$ cat config.mk
export PLATFORM = sky130hd
export DESIGN_NAME = dmem_bus_demux
export DESIGN_NICKNAME = d
export VERILOG_FILES = /design/src/rtl/dmem_bus_pkg.sv /design/src/rtl/dmem_addr_decode.sv /design/src/rtl/dmem_bus_demux.sv
export SDC_FILE = /design/constraint.sdc
export NUM_CORES = 1
export LEC_CHECK = 0
export BUFFER_PORTS_ARGS = -buffer_cell sky130_fd_sc_hd__buf_4
export CAP_MARGIN = 20
export CORE_ASPECT_RATIO = 0.8
export CORE_UTILIZATION = 39
export CTS_BUF_LIST = sky130_fd_sc_hd__clkbuf_8
export DETAILED_ROUTE_END_ITERATION = 10
export PLACE_DENSITY_LB_ADDON = 0.15
export SLEW_MARGIN = 20
export SYNTH_ARGS = -nofsm -noshare
export SYNTH_HDL_FRONTEND = slang
export SYNTH_SLANG_ARGS = --single-unit
$ cat constraint.sdc
create_clock -name clk -period 4.3 [get_ports clk]
set_input_delay 0.645 -clock clk [delete_from_list [all_inputs] [get_ports clk]]
set_output_delay 0.645 -clock clk [all_outputs]
set_load 0.01 [all_outputs]
$ cat src/rtl/dmem_bus_pkg.sv
// Shared types and constants for the load/store bus demultiplexer.
package dmem_bus_pkg;

   // Transaction FSM states
   typedef enum logic [1:0] {
      IDLE  = 2'd0,
      ISSUE = 2'd1,
      WAIT  = 2'd2,
      ERR   = 2'd3
   } state_e;

   // Downstream target chosen by address decode
   typedef enum logic [1:0] {
      SEL_T0   = 2'd0,
      SEL_T1   = 2'd1,
      SEL_NONE = 2'd2
   } tsel_e;

   // Latched core request
   typedef struct packed {
      logic [31:0] addr;
      logic        we;
      logic [31:0] wdata;
      logic [3:0]  be;
   } req_t;

   // Read data returned with an error response
   localparam logic [31:0] ERR_RDATA = 32'h0000_0000;

endpackage

$ cat src/rtl/dmem_addr_decode.sv
// Address decoder: maps a byte address onto a target select.
// New targets are added here only; T0 has priority over T1 on overlap.
module dmem_addr_decode
   import dmem_bus_pkg::*;
#(
   parameter logic [31:0] T0_BASE = 32'h0000_0000,
   parameter logic [31:0] T0_MASK = 32'hFFFF_C000,
   parameter logic [31:0] T1_BASE = 32'h1000_0000,
   parameter logic [31:0] T1_MASK = 32'hFFFF_F000
) (
   input  logic [31:0] addr,
   output logic [1:0]  sel
);

   // Priority match of the address against each target window
   always_comb begin
      sel = SEL_NONE;
      if ((addr & T0_MASK) == T0_BASE) begin
         sel = SEL_T0;
      end else if ((addr & T1_MASK) == T1_BASE) begin
         sel = SEL_T1;
      end else begin
         sel = SEL_NONE;
      end
   end

endmodule

$ cat src/rtl/dmem_bus_demux.sv
// Load/store bus demultiplexer: one core request port to RAM (T0) and
// MMIO (T1), single outstanding transaction, registered response.
// Optional watchdog: define DMEM_DEMUX_TIMEOUT_EN to abort a transaction
// that sees no handshake/response within TIMEOUT_CYCLES.
module dmem_bus_demux
   import dmem_bus_pkg::*;
#(
   parameter logic [31:0] T0_BASE        = 32'h0000_0000,
   parameter logic [31:0] T0_MASK        = 32'hFFFF_C000,
   parameter logic [31:0] T1_BASE        = 32'h1000_0000,
   parameter logic [31:0] T1_MASK        = 32'hFFFF_F000,
   parameter int unsigned TIMEOUT_CYCLES = 256
) (
   input  logic        clk,
   input  logic        rst_n,
   input  logic        req_valid,
   output logic        req_ready,
   input  logic [31:0] req_addr,
   input  logic        req_we,
   input  logic [31:0] req_wdata,
   input  logic [3:0]  req_be,
   output logic        resp_valid,
   output logic [31:0] resp_rdata,
   output logic        resp_err,
   output logic        t0_valid,
   input  logic        t0_ready,
   output logic [31:0] t0_addr,
   output logic        t0_we,
   output logic [31:0] t0_wdata,
   output logic [3:0]  t0_be,
   input  logic        t0_resp_valid,
   input  logic [31:0] t0_resp_rdata,
   output logic        t1_valid,
   input  logic        t1_ready,
   output logic [31:0] t1_addr,
   output logic        t1_we,
   output logic [31:0] t1_wdata,
   output logic [3:0]  t1_be,
   input  logic        t1_resp_valid,
   input  logic [31:0] t1_resp_rdata
);

   state_e      state_r;
   tsel_e       sel_r;
   logic [1:0]  dec_sel_s;
   req_t        req_s;
   req_t        t0_req_r;
   req_t        t1_req_r;
   logic        t0_valid_r;
   logic        t1_valid_r;
   logic        resp_valid_r;
   logic        resp_err_r;
   logic [31:0] resp_rdata_r;
   logic        sel_ready_s;
   logic        sel_resp_valid_s;
   logic [31:0] sel_rdata_s;
   logic        timeout_s;

   assign req_s = '{addr: req_addr, we: req_we, wdata: req_wdata, be: req_be};
   assign req_ready = (state_r == IDLE);

   dmem_addr_decode #(
      .T0_BASE (T0_BASE),
      .T0_MASK (T0_MASK),
      .T1_BASE (T1_BASE),
      .T1_MASK (T1_MASK)
   ) u_decode (
      .addr (req_addr),
      .sel  (dec_sel_s)
   );

   // Route the selected target's handshake and response back to the FSM
   always_comb begin
      sel_ready_s      = 1'b0;
      sel_resp_valid_s = 1'b0;
      sel_rdata_s      = 32'h0000_0000;
      case (sel_r)
         SEL_T0: begin
            sel_ready_s      = t0_ready;
            sel_resp_valid_s = t0_resp_valid;
            sel_rdata_s      = t0_resp_rdata;
         end
         SEL_T1: begin
            sel_ready_s      = t1_ready;
            sel_resp_valid_s = t1_resp_valid;
            sel_rdata_s      = t1_resp_rdata;
         end
         default: begin
            sel_ready_s      = 1'b0;
            sel_resp_valid_s = 1'b0;
            sel_rdata_s      = 32'h0000_0000;
         end
      endcase
   end

`ifdef DMEM_DEMUX_TIMEOUT_EN
   localparam int unsigned CNT_W = $clog2(TIMEOUT_CYCLES + 1);
   logic [CNT_W-1:0] wdog_cnt_r;

   // Watchdog: zeroed while idle, counts every cycle a target owes us something
   always_ff @(posedge clk or negedge rst_n) begin
      if (!rst_n) begin
         wdog_cnt_r <= {CNT_W{1'b0}};
      end else if (state_r == IDLE) begin
         wdog_cnt_r <= {CNT_W{1'b0}};
      end else if ((state_r == ISSUE) || (state_r == WAIT)) begin
         wdog_cnt_r <= wdog_cnt_r + CNT_W'(1);
      end else begin
         wdog_cnt_r <= wdog_cnt_r;
      end
   end

   assign timeout_s = ((state_r == ISSUE) || (state_r == WAIT)) &&
                      (wdog_cnt_r == CNT_W'(TIMEOUT_CYCLES - 1));
`else
   // The watchdog limit has no effect in this build
   logic unused_timeout_s;
   assign unused_timeout_s = (TIMEOUT_CYCLES != 0);
   assign timeout_s        = 1'b0;
`endif

   // Transaction FSM with registered target requests and core response
   always_ff @(posedge clk or negedge rst_n) begin
      if (!rst_n) begin
         state_r      <= IDLE;
         sel_r        <= SEL_NONE;
         t0_req_r     <= '0;
         t1_req_r     <= '0;
         t0_valid_r   <= 1'b0;
         t1_valid_r   <= 1'b0;
         resp_valid_r <= 1'b0;
         resp_err_r   <= 1'b0;
         resp_rdata_r <= 32'h0000_0000;
      end else begin
         resp_valid_r <= 1'b0;
         resp_err_r   <= 1'b0;
         case (state_r)
            IDLE: begin
               if (req_valid) begin
                  sel_r <= tsel_e'(dec_sel_s);
                  case (dec_sel_s)
                     SEL_T0: begin
                        t0_req_r   <= req_s;
                        t1_req_r   <= '0;
                        t0_valid_r <= 1'b1;
                        state_r    <= ISSUE;
                     end
                     SEL_T1: begin
                        t0_req_r   <= '0;
                        t1_req_r   <= req_s;
                        t1_valid_r <= 1'b1;
                        state_r    <= ISSUE;
                     end
                     default: begin
                        t0_req_r <= '0;
                        t1_req_r <= '0;
                        state_r  <= ERR;
                     end
                  endcase
               end else begin
                  state_r <= IDLE;
               end
            end
            ISSUE: begin
               if (sel_ready_s) begin
                  t0_valid_r <= 1'b0;
                  t1_valid_r <= 1'b0;
                  state_r    <= WAIT;
               end else if (timeout_s) begin
                  t0_valid_r   <= 1'b0;
                  t1_valid_r   <= 1'b0;
                  resp_valid_r <= 1'b1;
                  resp_err_r   <= 1'b1;
                  resp_rdata_r <= ERR_RDATA;
                  state_r      <= IDLE;
               end else begin
                  state_r <= ISSUE;
               end
            end
            WAIT: begin
               if (sel_resp_valid_s) begin
                  resp_valid_r <= 1'b1;
                  resp_err_r   <= 1'b0;
                  resp_rdata_r <= sel_rdata_s;
                  state_r      <= IDLE;
               end else if (timeout_s) begin
                  resp_valid_r <= 1'b1;
                  resp_err_r   <= 1'b1;
                  resp_rdata_r <= ERR_RDATA;
                  state_r      <= IDLE;
               end else begin
                  state_r <= WAIT;
               end
            end
            ERR: begin
               resp_valid_r <= 1'b1;
               resp_err_r   <= 1'b1;
               resp_rdata_r <= ERR_RDATA;
               state_r      <= IDLE;
            end
            default: begin
               state_r <= IDLE;
            end
         endcase
      end
   end

   assign resp_valid = resp_valid_r;
   assign resp_err   = resp_err_r;
   assign resp_rdata = resp_rdata_r;
   assign t0_valid   = t0_valid_r;
   assign t0_addr    = t0_req_r.addr;
   assign t0_we      = t0_req_r.we;
   assign t0_wdata   = t0_req_r.wdata;
   assign t0_be      = t0_req_r.be;
   assign t1_valid   = t1_valid_r;
   assign t1_addr    = t1_req_r.addr;
   assign t1_we      = t1_req_r.we;
   assign t1_wdata   = t1_req_r.wdata;
   assign t1_be      = t1_req_r.be;

endmodule
== Yosys cells after proc, flatten, opt, wreduce, memory -nomap -nowiden ==
Index checks and enable logic that the tools add are counted.
Operators by class
  reductions and logical operators: 11
  equal/unequal tests: 11
  multiplexer cells: 24
Operators by type and width (number)
  $mux W69: 2
  $pmux W32 S2: 2
  $logic_not A32 Y1: 1
  $mux W32: 1
  $eq A20 B17 Y1 const B: 1
  $mux W2: 6
  $pmux W1 S2: 5
  $pmux W2 S4: 1
  $reduce_and A4 Y1: 2
  $mux W1: 7
  $eq A2 B1 Y1 const B: 3
  $logic_not A2 Y1: 3
  $ne A2 B2 Y1 const B: 3
  $eq A2 B2 Y1 const B: 2
  $ne A2 B1 Y1 const B: 2
  $reduce_and A2 Y1: 2
  $reduce_bool A2 Y1: 2
  $reduce_or A2 Y1: 1
Word-level totals
  bits in registers: 178
  output and inout bits: 175
  input bits: 140
  word-level logic and storage cells: 61

== Longest topological paths before layout ==
  word-level depth: 8
  mapped depth: 7
  mapped depth without buffers: 4

== Hierarchy ==
A second synthesis with hierarchy kept.
Unflattened totals
  cells, all modules: 897
  area, all modules: 8176.6 um^2
By module, submodules not included
  dmem_bus_demux: cells each 888, times used 1, area each 8109.0 um^2, sequential area each 4455.5 um^2
  dmem_addr_decode: cells each 9, times used 1, area each 67.6 um^2, sequential area each 0.0 um^2

== Worst setup path after synthesis ==
No wires, ideal clock.
  path type: input port to flip-flop
  start point: input port req_addr[17]
  end point: register t1_req_r (netlist bit t1_addr[10])
  path buffers: 1
  setup time: 0.065 ns
  setup slack: 2.353 ns
  required time: 4.235 ns
  stages: 5
  arrival time: 1.881 ns
  path through: nor4_2 nand3_2 nor4_4 buf_6 a22o_1
Between the ends
  cells in the longest elaborated chain, start to end: 5
  elaborated cells between the ends (all ways): 6
  classes of those cells: eq/ne: 2; mux: 3; reduce/logical: 1
Ends and longest elaborated chain
  from (decl): line dmem_bus_demux.sv:18  | input logic [31:0] req_addr,
  $eq A20 B17 Y1: line dmem_addr_decode.sv:20  | end else if ((addr & T1_MASK) == T1_BASE) begin
  $mux W2: line dmem_addr_decode.sv:20
  $mux W2 (*): line dmem_addr_decode.sv:18  | if ((addr & T0_MASK) == T0_BASE) begin
  $eq A2 B1 Y1 (*): line dmem_bus_demux.sv:141  | case (dec_sel_s)
  $mux W69 (*): line dmem_bus_demux.sv:141
  to (signal assigned): line dmem_bus_demux.sv:150  | t1_req_r <= req_s;
  to (decl): line dmem_bus_demux.sv:48  | req_t t1_req_r;
Mark *: on every way between the ends. The rest lies on a longest branch, timed or not.
A chain may end at the register's enable or synchronous reset.

== Worst setup path after layout ==
  start point: register sel_r[0]
  end point: register resp_rdata_r[9] (netlist: resp_rdata[9])
Between the ends
  cells in the longest elaborated chain, start to end: 4
  elaborated cells between the ends (all ways): 8
  classes of those cells: eq/ne: 2; mux: 4; reduce/logical: 2
Ends and longest elaborated chain
  from (decl): line dmem_bus_demux.sv:44  | tsel_e sel_r;
  from (signal assigned): line dmem_bus_demux.sv:140  | sel_r <= tsel_e'(dec_sel_s);
  $eq A2 B1 Y1 / $logic_not A2 Y1 (equally long branches): line dmem_bus_demux.sv:77  | case (sel_r)
  $pmux W32 S2 / $pmux W1 S2 (equally long branches): line dmem_bus_demux.sv:77
  $mux W32 / $ne A2 B2 Y1 (equally long branches)
  $pmux W32 S2 / $reduce_and A2 Y1 (equally long branches)
  to (signal assigned): line dmem_bus_demux.sv:184  | resp_rdata_r <= sel_rdata_s;
  to (decl): line dmem_bus_demux.sv:53  | logic [31:0] resp_rdata_r;
Several ways; a longest one is shown, not always the timed one. The select of a mux whose other input is x is not followed.

==> summary.md <==
| Metric | Value |
|---|---|
| Seq. cell area | `approximately 0.0045 mm2` |
| DR vias/cell | `around 5.1` |
| Initial drt markers | `244` |
| Critical Path Sink Type | `flop` |
| Fraction of layout cells with a size suffix above 1 | `45.5%` |
| Min Tclk post-route | `between 2 and 2.5 ns` |
| Number of synthesized flops with an enable pin | `0` |
| Hold Buf Count CTS | `0` |
| Worst hold margin | `between 0.2 and 0.25 ns` |
| Core ar. | `0.0168 mm2` |
| Clk_skew | `0.0143 ns` |
| Full die area | `0.0179 mm2` |
| Top post-synthesis cells by area | `dfrtp_1 (65%), a22o_1 (13%), mux2i_1 (5.0%), o31ai_1 (3.5%), and2_1 (3.4%)` |
| Post-CTS Setup Repair Bufs | `0` |
| Clk pwr share | `30.7%` |
| VDD IR max | `between 200 and 250 uV` |
| Final antenna-violating net count | `0` |
| Largest net degree at the start of global routing | `98` |
| Post-Synth Adder-Cell Area | `0%` |
| Syn Inst Count | `around 490` |
| Fin cells | `1018` |
| Xor/xnor share of the synthesized area | `0%` |
| Startpoint class of the critical path | `flop` |
| Commonest non-fill, non-tap cells in the layout | `buf_4 (320), dfrtp_1 (176), a22o_1 (100), and2_1 (37), mux2i_1 (34)` |
| Largest family of logic cells by synthesized area | `compound AO/OA/AOI/OAI gates` |
| Pleak | `5.04 nW` |
| Place WS | `1.83 ns` |
| Tcrit/Tclk final | `57.7%` |
| Fill cell count | `1358` |
| Port buffer count | `314` |
| I/O pin count | `315` |
| MaxCap Viol Count | `0` |
| Final worst-path setup slack | `1.82 ns` |
| Total gr overflow | `0` |
| Synth Area in Compound Gates | `17.3%` |
| Row count | `42` |
| Final antenna diode count | `0` |
| Synth-to-layout area growth | `42.7%` |
| #FFs+latches synth | `178` |
| Initial antenna violation count | `0` |
| Die Height | `roughly 120 um` |
| Clock transition at path regs | `0.09 ns` |
| Top_reg_cell synth | `dfrtp_1` |
| Final hold violation count | `0` |
| Initial core utilization | `40.5%` |
| Tightest Pin Transition | `0.758 ns` |
| Total track usage | `between 20% and 30%` |
| Post-CTS Resized | `0` |
| Outcome | `finished clean` |
| TritonCTS Buffers | `17` |
| Post-synthesis mux area share | `5.01%` |
| Combinational power share | `about 20%` |
| Data required time of the worst path | `roughly 4.6 ns` |
| Crit-path max FO | `39` |
| Setup TNS | `0 ns` |
| Pwr Total | `3.95 mW` |
| Switching share of power | `a little under a third` |
| Post-Syn Nets | `628` |
| Yosys top cell by area | `dfrtp_1` |
| Register area share after synthesis | `about two thirds` |
| DP HPWL | `roughly 13000 um` |
| Via count | `about 5200` |
| TritonRoute pass-1 iters | `4` |
| GPL Wtd Cong | `0.779` |
| WL/cell | `about 18 um` |
| Netlist Area Pre-Place | `0.00679 mm2` |
| Slew Limit Fails | `0` |
| Maximum achievable frequency | `403 MHz` |
| Mean Syn Cell Area | `around 14 um2` |
| Synth warnings | `0` |
| P_int | `roughly 2.8 mW` |
| Worst relative slew slack | `49.5%` |
| Multi-input logic area | `0.00209 mm2` |
| DRC viols | `0` |
| H-tree depth | `4` |
| CTS tree | `done` |
| Unique masters post-synth | `30` |
| Fin nets | `roughly 900` |
| Maximum clock path buffer count | `2` |
| Net switching power | `1.20 mW` |
| Power per Cell Area | `between 400 and 500 mW/mm2` |
| Sequential Power Share | `49.3%` |
| Clock tree sinks | `178` |
| Critical path class | `flop to flop` |
| Endpoints failing setup | `0` |
| Async SR Flop Fraction | `100%` |
| Critical path arrival | `2.81 ns` |
| First-pass GRT wire length | `about 28000 um` |
| Top cell type's share of synthesized area | `between 60% and 70%` |
| HP Class | `input pin to async pin` |
| Post-Synth Simple-Gate Area | `~8.4%` |
| Unrepaired setup endpoints after global routing | `false` |
| Die width | `150 um` |
| Commonest non-fill, non-tap cell in the layout | `buf_4` |
| Number of global-route vias before repair | `between 5000 and 6000` |
| Routed WL | `about 18000 um` |
| Inst Count DP | `~990` |
| Clk root buf | `clkbuf_8` |
| Clock Latency Late Sink | `0.43 ns` |
-- cell type report --
class | count | area share, %
inverters | 1 | 0.0388
multi-input cells | 266 | 21.6
repair buffers | 322 | 25.1
flip-flops and latches | 178 | 46.0
well taps | 220 | 2.84
clock buffers | 18 | 2.56
clock inverters | 13 | 1.86
-- worst paths after layout --
check,cells after the start,to,slack [ns],from
setup / recovery,5,resp_rdata[9]$_DFFE_PN0P_,1.82,sel_r[0]$_DFFE_PN0P_
hold / removal,1,t0_addr[28]$_DFFE_PN0P_,0.22,rst_n
setup reg to reg,5,resp_rdata[9]$_DFFE_PN0P_,1.82,sel_r[0]$_DFFE_PN0P_
hold reg to reg,1,t1_addr[28]$_DFFE_PN0P_,0.49,t1_addr[28]$_DFFE_PN0P_
max in group asynchronous,2,t1_addr[0]$_DFFE_PN0P_,3.09,rst_n
min in group clk,2,t1_addr[4]$_DFFE_PN0P_,0.43,req_addr[4]
-- worst max-delay path, stage by stage (launching register included) --
cell     delay, ns
dfrtp_2       0.35
buf_4         0.46
mux2i_1       0.18
or3b_2        0.72
buf_4         0.35
o31ai_1       0.31
-- Yosys cell counts, types with 4 or more instances --
| cell type | n |
|---|---|
| mux2i_1 | 34 |
| clkbuf_1 | 23 |
| a22o_1 | 100 |
| nor2_1 | 4 |
| buf_2 | 4 |
| and2_1 | 37 |
| nand3_1 | 32 |
| nand2_1 | 5 |
| buf_6 | 10 |
| buf_1 | 4 |
| dfrtp_1 | 177 |
| o31ai_1 | 32 |
-- kinds of logic after synthesis --
group / Yosys count
mux: 34
compound gates: 140
flops: 178
buf+inv: 44
simple gates: 92
-- power by group through the flow --
stage / clock network [mW] / logic, mW / registers (mW)
2_1_floorplan: 0 / 0.357 / 1.98
3_3_place_gp: 0 / 0.782 / 1.97
3_5_place_dp: 0 / 0.800 / 1.98
4_1_cts: 1.25 / 0.801 / 1.95
5_1_grt: 1.32 / 0.867 / 1.97
6_report: 1.21 / 0.789 / 1.95
-- flip-flops by register name (all words and copies together), names as in the netlist --
| name | count |
|---|---|
| t1_be | 4 |
| state_r | 2 |
| t1_we | 1 |
| t1_valid | 1 |
| t1_addr | 32 |
| t0_wdata | 32 |
| resp_valid | 1 |
| t0_addr | 32 |
| resp_rdata | 32 |
| t0_be | 4 |
| t1_wdata | 32 |
| resp_err | 1 |
| t0_valid | 1 |
| t0_we | 1 |
| sel_r | 2 |
-- per-stage QoR --
stage / instance area [um2] / utilization (%)
final: 9690 / 57.8
after global routing: 9690 / 57.8
after CTS: 9680 / 57.8
after floorplan: 6790 / -
after global placement: 9260 / 55.2
after detailed placement: 9260 / 55.2
-- metal layers --
layer	routed length, um	track usage, %	share of wire [%]
met5	0	0	0
met4	223	6.63	1.2
met3	1320	6.62	7.2
met2	9450	34.9	51
met1	7470	25.1	40
No activity file was read; power rests on OpenSTA's default activity.
